[src/rtl/r16_group_reorder.sv]
// r16_group_reorder
//   Output stage for the radix-16 pipeline. Collects each group of 16
//   consecutive valid samples into one bank of a 2x16 ping-pong buffer.
//   Each completed group is returned over a ready/valid handshake.
//   The upstream pipeline cannot be stalled. A sample that arrives while both
//   banks hold unread groups is dropped, and a sticky overflow flag is set.
//
//   Configuration macro: R16_REORDER_BITREV_EN
//     defined   : a group is read out in 4-bit bit-reversed index order
//     undefined : a group is read out in natural order (plain ping-pong buffer)
//
// Ports
//   clk     : clock
//   rst     : synchronous active-high reset
//   A0_in   : upstream sample
//   Ac_in   : upstream sample valid
//   B0_out  : output sample (P_ZERO while Bc_out is low)
//   Bc_out  : output valid
//   Br_in   : downstream ready
//   ovf_out : sticky overflow flag
module r16_group_reorder #(
  parameter int unsigned        P_WIDTH = 64,
  parameter logic [P_WIDTH-1:0] P_ZERO  = '0
) (
  input  logic               clk,
  input  logic               rst,
  input  logic [P_WIDTH-1:0] A0_in,
  input  logic               Ac_in,
  output logic [P_WIDTH-1:0] B0_out,
  output logic               Bc_out,
  input  logic               Br_in,
  output logic               ovf_out
);

  logic [P_WIDTH-1:0] mem_q [2][16];
  logic [1:0]         full_q, full_d;
  logic               wr_bank_q, wr_bank_d;
  logic               rd_bank_q, rd_bank_d;
  logic [3:0]         wr_idx_q, wr_idx_d;
  logic [3:0]         rd_idx_q, rd_idx_d;
  logic               ovf_q, ovf_d;
  logic [3:0]         rd_addr;
  logic               wr_en, drop, xfer;

  // Writability is judged on the registered full flags. A bank freed by this
  // cycle's final read therefore only becomes writable on the next cycle.
  assign wr_en = Ac_in & ~full_q[wr_bank_q];
  assign drop  = Ac_in &  full_q[wr_bank_q];
  assign xfer  = full_q[rd_bank_q] & Br_in;

`ifdef R16_REORDER_BITREV_EN
  assign rd_addr = {rd_idx_q[0], rd_idx_q[1], rd_idx_q[2], rd_idx_q[3]};
`else
  assign rd_addr = rd_idx_q;
`endif

  assign Bc_out  = full_q[rd_bank_q];
  assign B0_out  = Bc_out ? mem_q[rd_bank_q][rd_addr] : P_ZERO;
  assign ovf_out = ovf_q;

  // A write can only complete into a bank that was not full. A read can only
  // free a bank that was full. The two updates to full_d never touch the same
  // bit in the same cycle.
  always_comb begin
    full_d    = full_q;
    wr_bank_d = wr_bank_q;
    rd_bank_d = rd_bank_q;
    wr_idx_d  = wr_idx_q;
    rd_idx_d  = rd_idx_q;
    ovf_d     = ovf_q | drop;
    if (xfer) begin
      rd_idx_d = rd_idx_q + 4'd1;
      if (rd_idx_q == 4'hF) begin
        full_d[rd_bank_q] = 1'b0;
        rd_bank_d         = ~rd_bank_q;
      end
    end
    if (wr_en) begin
      wr_idx_d = wr_idx_q + 4'd1;
      if (wr_idx_q == 4'hF) begin
        full_d[wr_bank_q] = 1'b1;
        wr_bank_d         = ~wr_bank_q;
      end
    end
  end

  always_ff @(posedge clk) begin
    if (rst) begin
      full_q    <= '0;
      wr_bank_q <= 1'b0;
      rd_bank_q <= 1'b0;
      wr_idx_q  <= '0;
      rd_idx_q  <= '0;
      ovf_q     <= 1'b0;
      for (int b = 0; b < 2; b++)
        for (int i = 0; i < 16; i++)
          mem_q[b][i] <= P_ZERO;
    end else begin
      full_q    <= full_d;
      wr_bank_q <= wr_bank_d;
      rd_bank_q <= rd_bank_d;
      wr_idx_q  <= wr_idx_d;
      rd_idx_q  <= rd_idx_d;
      ovf_q     <= ovf_d;
      if (wr_en) mem_q[wr_bank_q][wr_idx_q] <= A0_in;
    end
  end

endmodule

[config.mk]
export PLATFORM = sky130hd
export DESIGN_NAME = r16_group_reorder
export DESIGN_NICKNAME = d
export VERILOG_FILES = /design/src/rtl/r16_group_reorder.sv
export SDC_FILE = /design/constraint.sdc
export NUM_CORES = 2
export LEC_CHECK = 0
export CORE_ASPECT_RATIO = 2
export CORE_MARGIN = 2
export CORE_UTILIZATION = 40
export DETAILED_ROUTE_END_ITERATION = 10
export DONT_BUFFER_PORTS = 1
export RECOVER_POWER = 100
export SYNTH_ARGS = -nofsm -noshare
export SYNTH_HDL_FRONTEND = slang
export SYNTH_SLANG_ARGS = --single-unit
export TNS_END_PERCENT = 5
[constraint.sdc]
create_clock -name clk -period 11.6 [get_ports clk]
set_input_delay 1.16 -clock clk [delete_from_list [all_inputs] [get_ports clk]]
set_output_delay 1.16 -clock clk [all_outputs]
set_load 0.05 [all_outputs]
==> run metrics <==
reg2reg end=mem_q[0][505]$_SDFFCE_PN0P_; worst hold slack=0.388 ns; largest net degree at the start of global routing=142; drt via density=6.19; area occupied by multi-input gates=0.0231 mm^2; Synth area leaders=edfxtp_1 71%, mux4_2 13%, and2_1 4.6%; total track usage=25.7%; Synth area leader=edfxtp_1; register area share after synthesis=71.3%; Placer Congestion=0.790; max_slew headroom=-226%; H-tree lvl count=4; post-CTS sizing=0; PD cells=160 mW/mm^2; Period minus WS final=9.44 ns; # fillers=18,700; register area=0.0618 mm^2; worst hold endpoint=ovf_out$_SDFF_PP0_; initial core utilization=40.3%; status=finished with violations; worst-path fanout max=39; post-route ant nets=0; DP Cell Count=7,369; LEAKAGE=31.0 nW; CP arrival=9.88 ns; Syn Nets=4,910; Final Core Density=44.1%; clk_skew=0.0829 ns; Core Area=0.215 mm^2; hold_buf cts=0; area added between synthesis and finish=9.44%; Hold WC Path Type=input port to flop; final setup fails=0; Worst Setup Path Type=flop to flop; HPWL Detailed=152 mm; failing checks=capacitance limit, slew limit; Finished Layout Cells=7,682; FF+latch count, synth=2,062; startpoint types=flop; startpoint of the worst register-to-register path=wr_bank_q$_SDFFE_PP0P_; RSZ-0062 raised after global routing=false; Synth Warn #=0; TNS Setup=0 ns; ys async rst share=0%; Max Freq=106 MHz; fin crit share=81.4%; met1 usage=29.4%; port buffer count=0; post-synth top area share=71.0%; vias in the first global route=49,500; 1st-iter DRT viols=5,289; share of cells above drive strength 1=18.7%; vias post-DR=47,600; Pins Over Slew Limit=2,009; Mapped Area=0.0867 mm^2; HP Start=rst; CTS Sinks=2,062; hold depth=1; Die X=333 um; DR pass1 iterations=5; gr ovfl total=0; CP Data Required Time=12.04 ns; count leader, synth=edfxtp_1; TritonCTS Buffers=176; row count=241; R2R depth=7; DR WL/cell=37.2 um; Residual DRC=0; met2 Usage GRT=46.6%; layer with the highest usage=met2; die area=0.221 mm^2; Root Driver=clkbuf_16; Critical Path End Type=flop; Max Cap Violations=84; DRT Wirelength=285 mm; initial antenna violation count=7; number of distinct library cells after synthesis=48; Post-Syn Instances=4,837; post-synthesis average cell area=17.9 um^2; Fin. Hold Viols=0; Setup Buffers After CTS=0; Clock Tree Buf Depth=4; Reg clk slew, reported paths=0.08 ns; Slew @ Worst Pin=4.89 ns; number of flops mapped to enable cells by yosys=2,048; first-pass GRT wire length=392 mm; GR Util met3=4.20%; TritonCTS clock tree=yes; Worst VDD drop=113 uV; R2R setup slack=2.16 ns; synth cell count leaders=2,048 x edfxtp_1, 640 x and2_1, 512 x mux4_2, 476 x nor2_1, 243 x clkbuf_1; dominant synthesized flop cell=edfxtp_1; # IOs=134; nets=4,826; worst skew pair latency=0.86 ns; Die Ht=662 um
metal layers:
| metal | routed length [um] | part of all wire (%) | vias up |
|---|---|---|---|
| met4 | 17400 | 6.1 | 6 |
| met5 | 43 | 0.015 | - |
| li1 | - | - | 18600 |
| met2 | 149000 | 52 | 2716 |
| met3 | 23500 | 8.2 | 889 |
| met1 | 95300 | 33 | 25400 |
logic make-up after synthesis:
logic type,synth area share [%]
buf+inv,2.29
simple gates,8.96
fa+ha+maj,0.0722
xor+xnor,0.0707
compound gates,1.93
mux,15.4
flops,71.3
placed cells by master, fill, tap and decap left out, types with 6 or more instances in the layout:
master and n:
edfxtp_1 2048, mux4_2 512, nor2_1 470, and2_1 365
and2_0 275, clkbuf_16 180, mux2i_1 142, o22ai_1 96
clkbuf_1 92, buf_4 73, nand2b_1 72, and3_1 67
nand3b_1 66, o21ai_0 35, clkinv_1 35, mux2_2 32
or2_0 27, o22a_1 26, clkinv_2 22, nand2_1 21
a211oi_1 19, o221ai_1 15, a2111oi_0 13, bufinv_16 11
buf_6 11, nor2b_1 10, dfxtp_1 9, nand3_1 8
or2_4 8, diode_2 7, o21bai_4 7, nor2_4 6
buf_8 6
per-stage QoR:
stage / setup WS (ns) / total power, mW / cell area [um^2]
after CTS: 5.29 / 15.2 / 95400
final: 2.16 / 15.1 / 94800
after floorplan: 5.99 / 9.13 / 86700
after global placement: 6.19 / 9.44 / 90000
after global routing: 2.59 / 15.5 / 94800
after detailed placement: 6.21 / 9.47 / 90000
flip-flops by register name, summed over array words and instances, names as in the netlist, named ones only:
| register | cells |
|---|---|
| rd_addr | 4 |
| wr_bank_q | 1 |
| wr_idx_q | 4 |
| full_q | 2 |
| mem_q | 2048 |
| ovf_out | 1 |
| rd_bank_q | 1 |
worst max path at each step:
stage	startpoint	to	slack, ns
2_1_floorplan	Ac_in	mem_q[0][0]$_SDFFCE_PN0P_	5.99
3_3_place_gp	rd_addr[0]$_SDFFE_PP0P_	B0_out[16]	6.19
3_5_place_dp	rd_addr[0]$_SDFFE_PP0P_	B0_out[48]	6.21
4_1_cts	flop	B0_out[12]	5.29
5_1_grt	wr_bank_q$_SDFFE_PP0P_	mem_q[0][457]$_SDFFCE_PN0P_	2.59
6_report	wr_bank_q$_SDFFE_PP0P_	mem_q[0][505]$_SDFFCE_PN0P_	2.16
worst max-delay path, stage by stage, from the launching register on:
cell	delay (ns)
dfxtp_1	1.48
mux2i_1	0.51
nand3_4	0.21
clkbuf_1	2.86
clkbuf_1	2.14
nor2_4	0.49
or2_4	0.71
buf_4	0.48
power by group:
part	leakage, nW	total (mW)	internal [mW]	switching [mW]
sequential	21.2	8.68	8.59	0.0907
combinational	7.15	0.626	0.144	0.481
clock	2.63	5.84	3.12	2.72
area by class of cell:
type	instances	area share, %
repair buffers	142	1.09
inverters	5	0.0211
diodes	7	0.0185
clock inverters	76	0.683
multi-input cells	2366	24.3
flip-flops and latches	2062	65.2
well taps	2794	3.69
clock buffers	230	5.00
(Power assumes the default switching activity.)
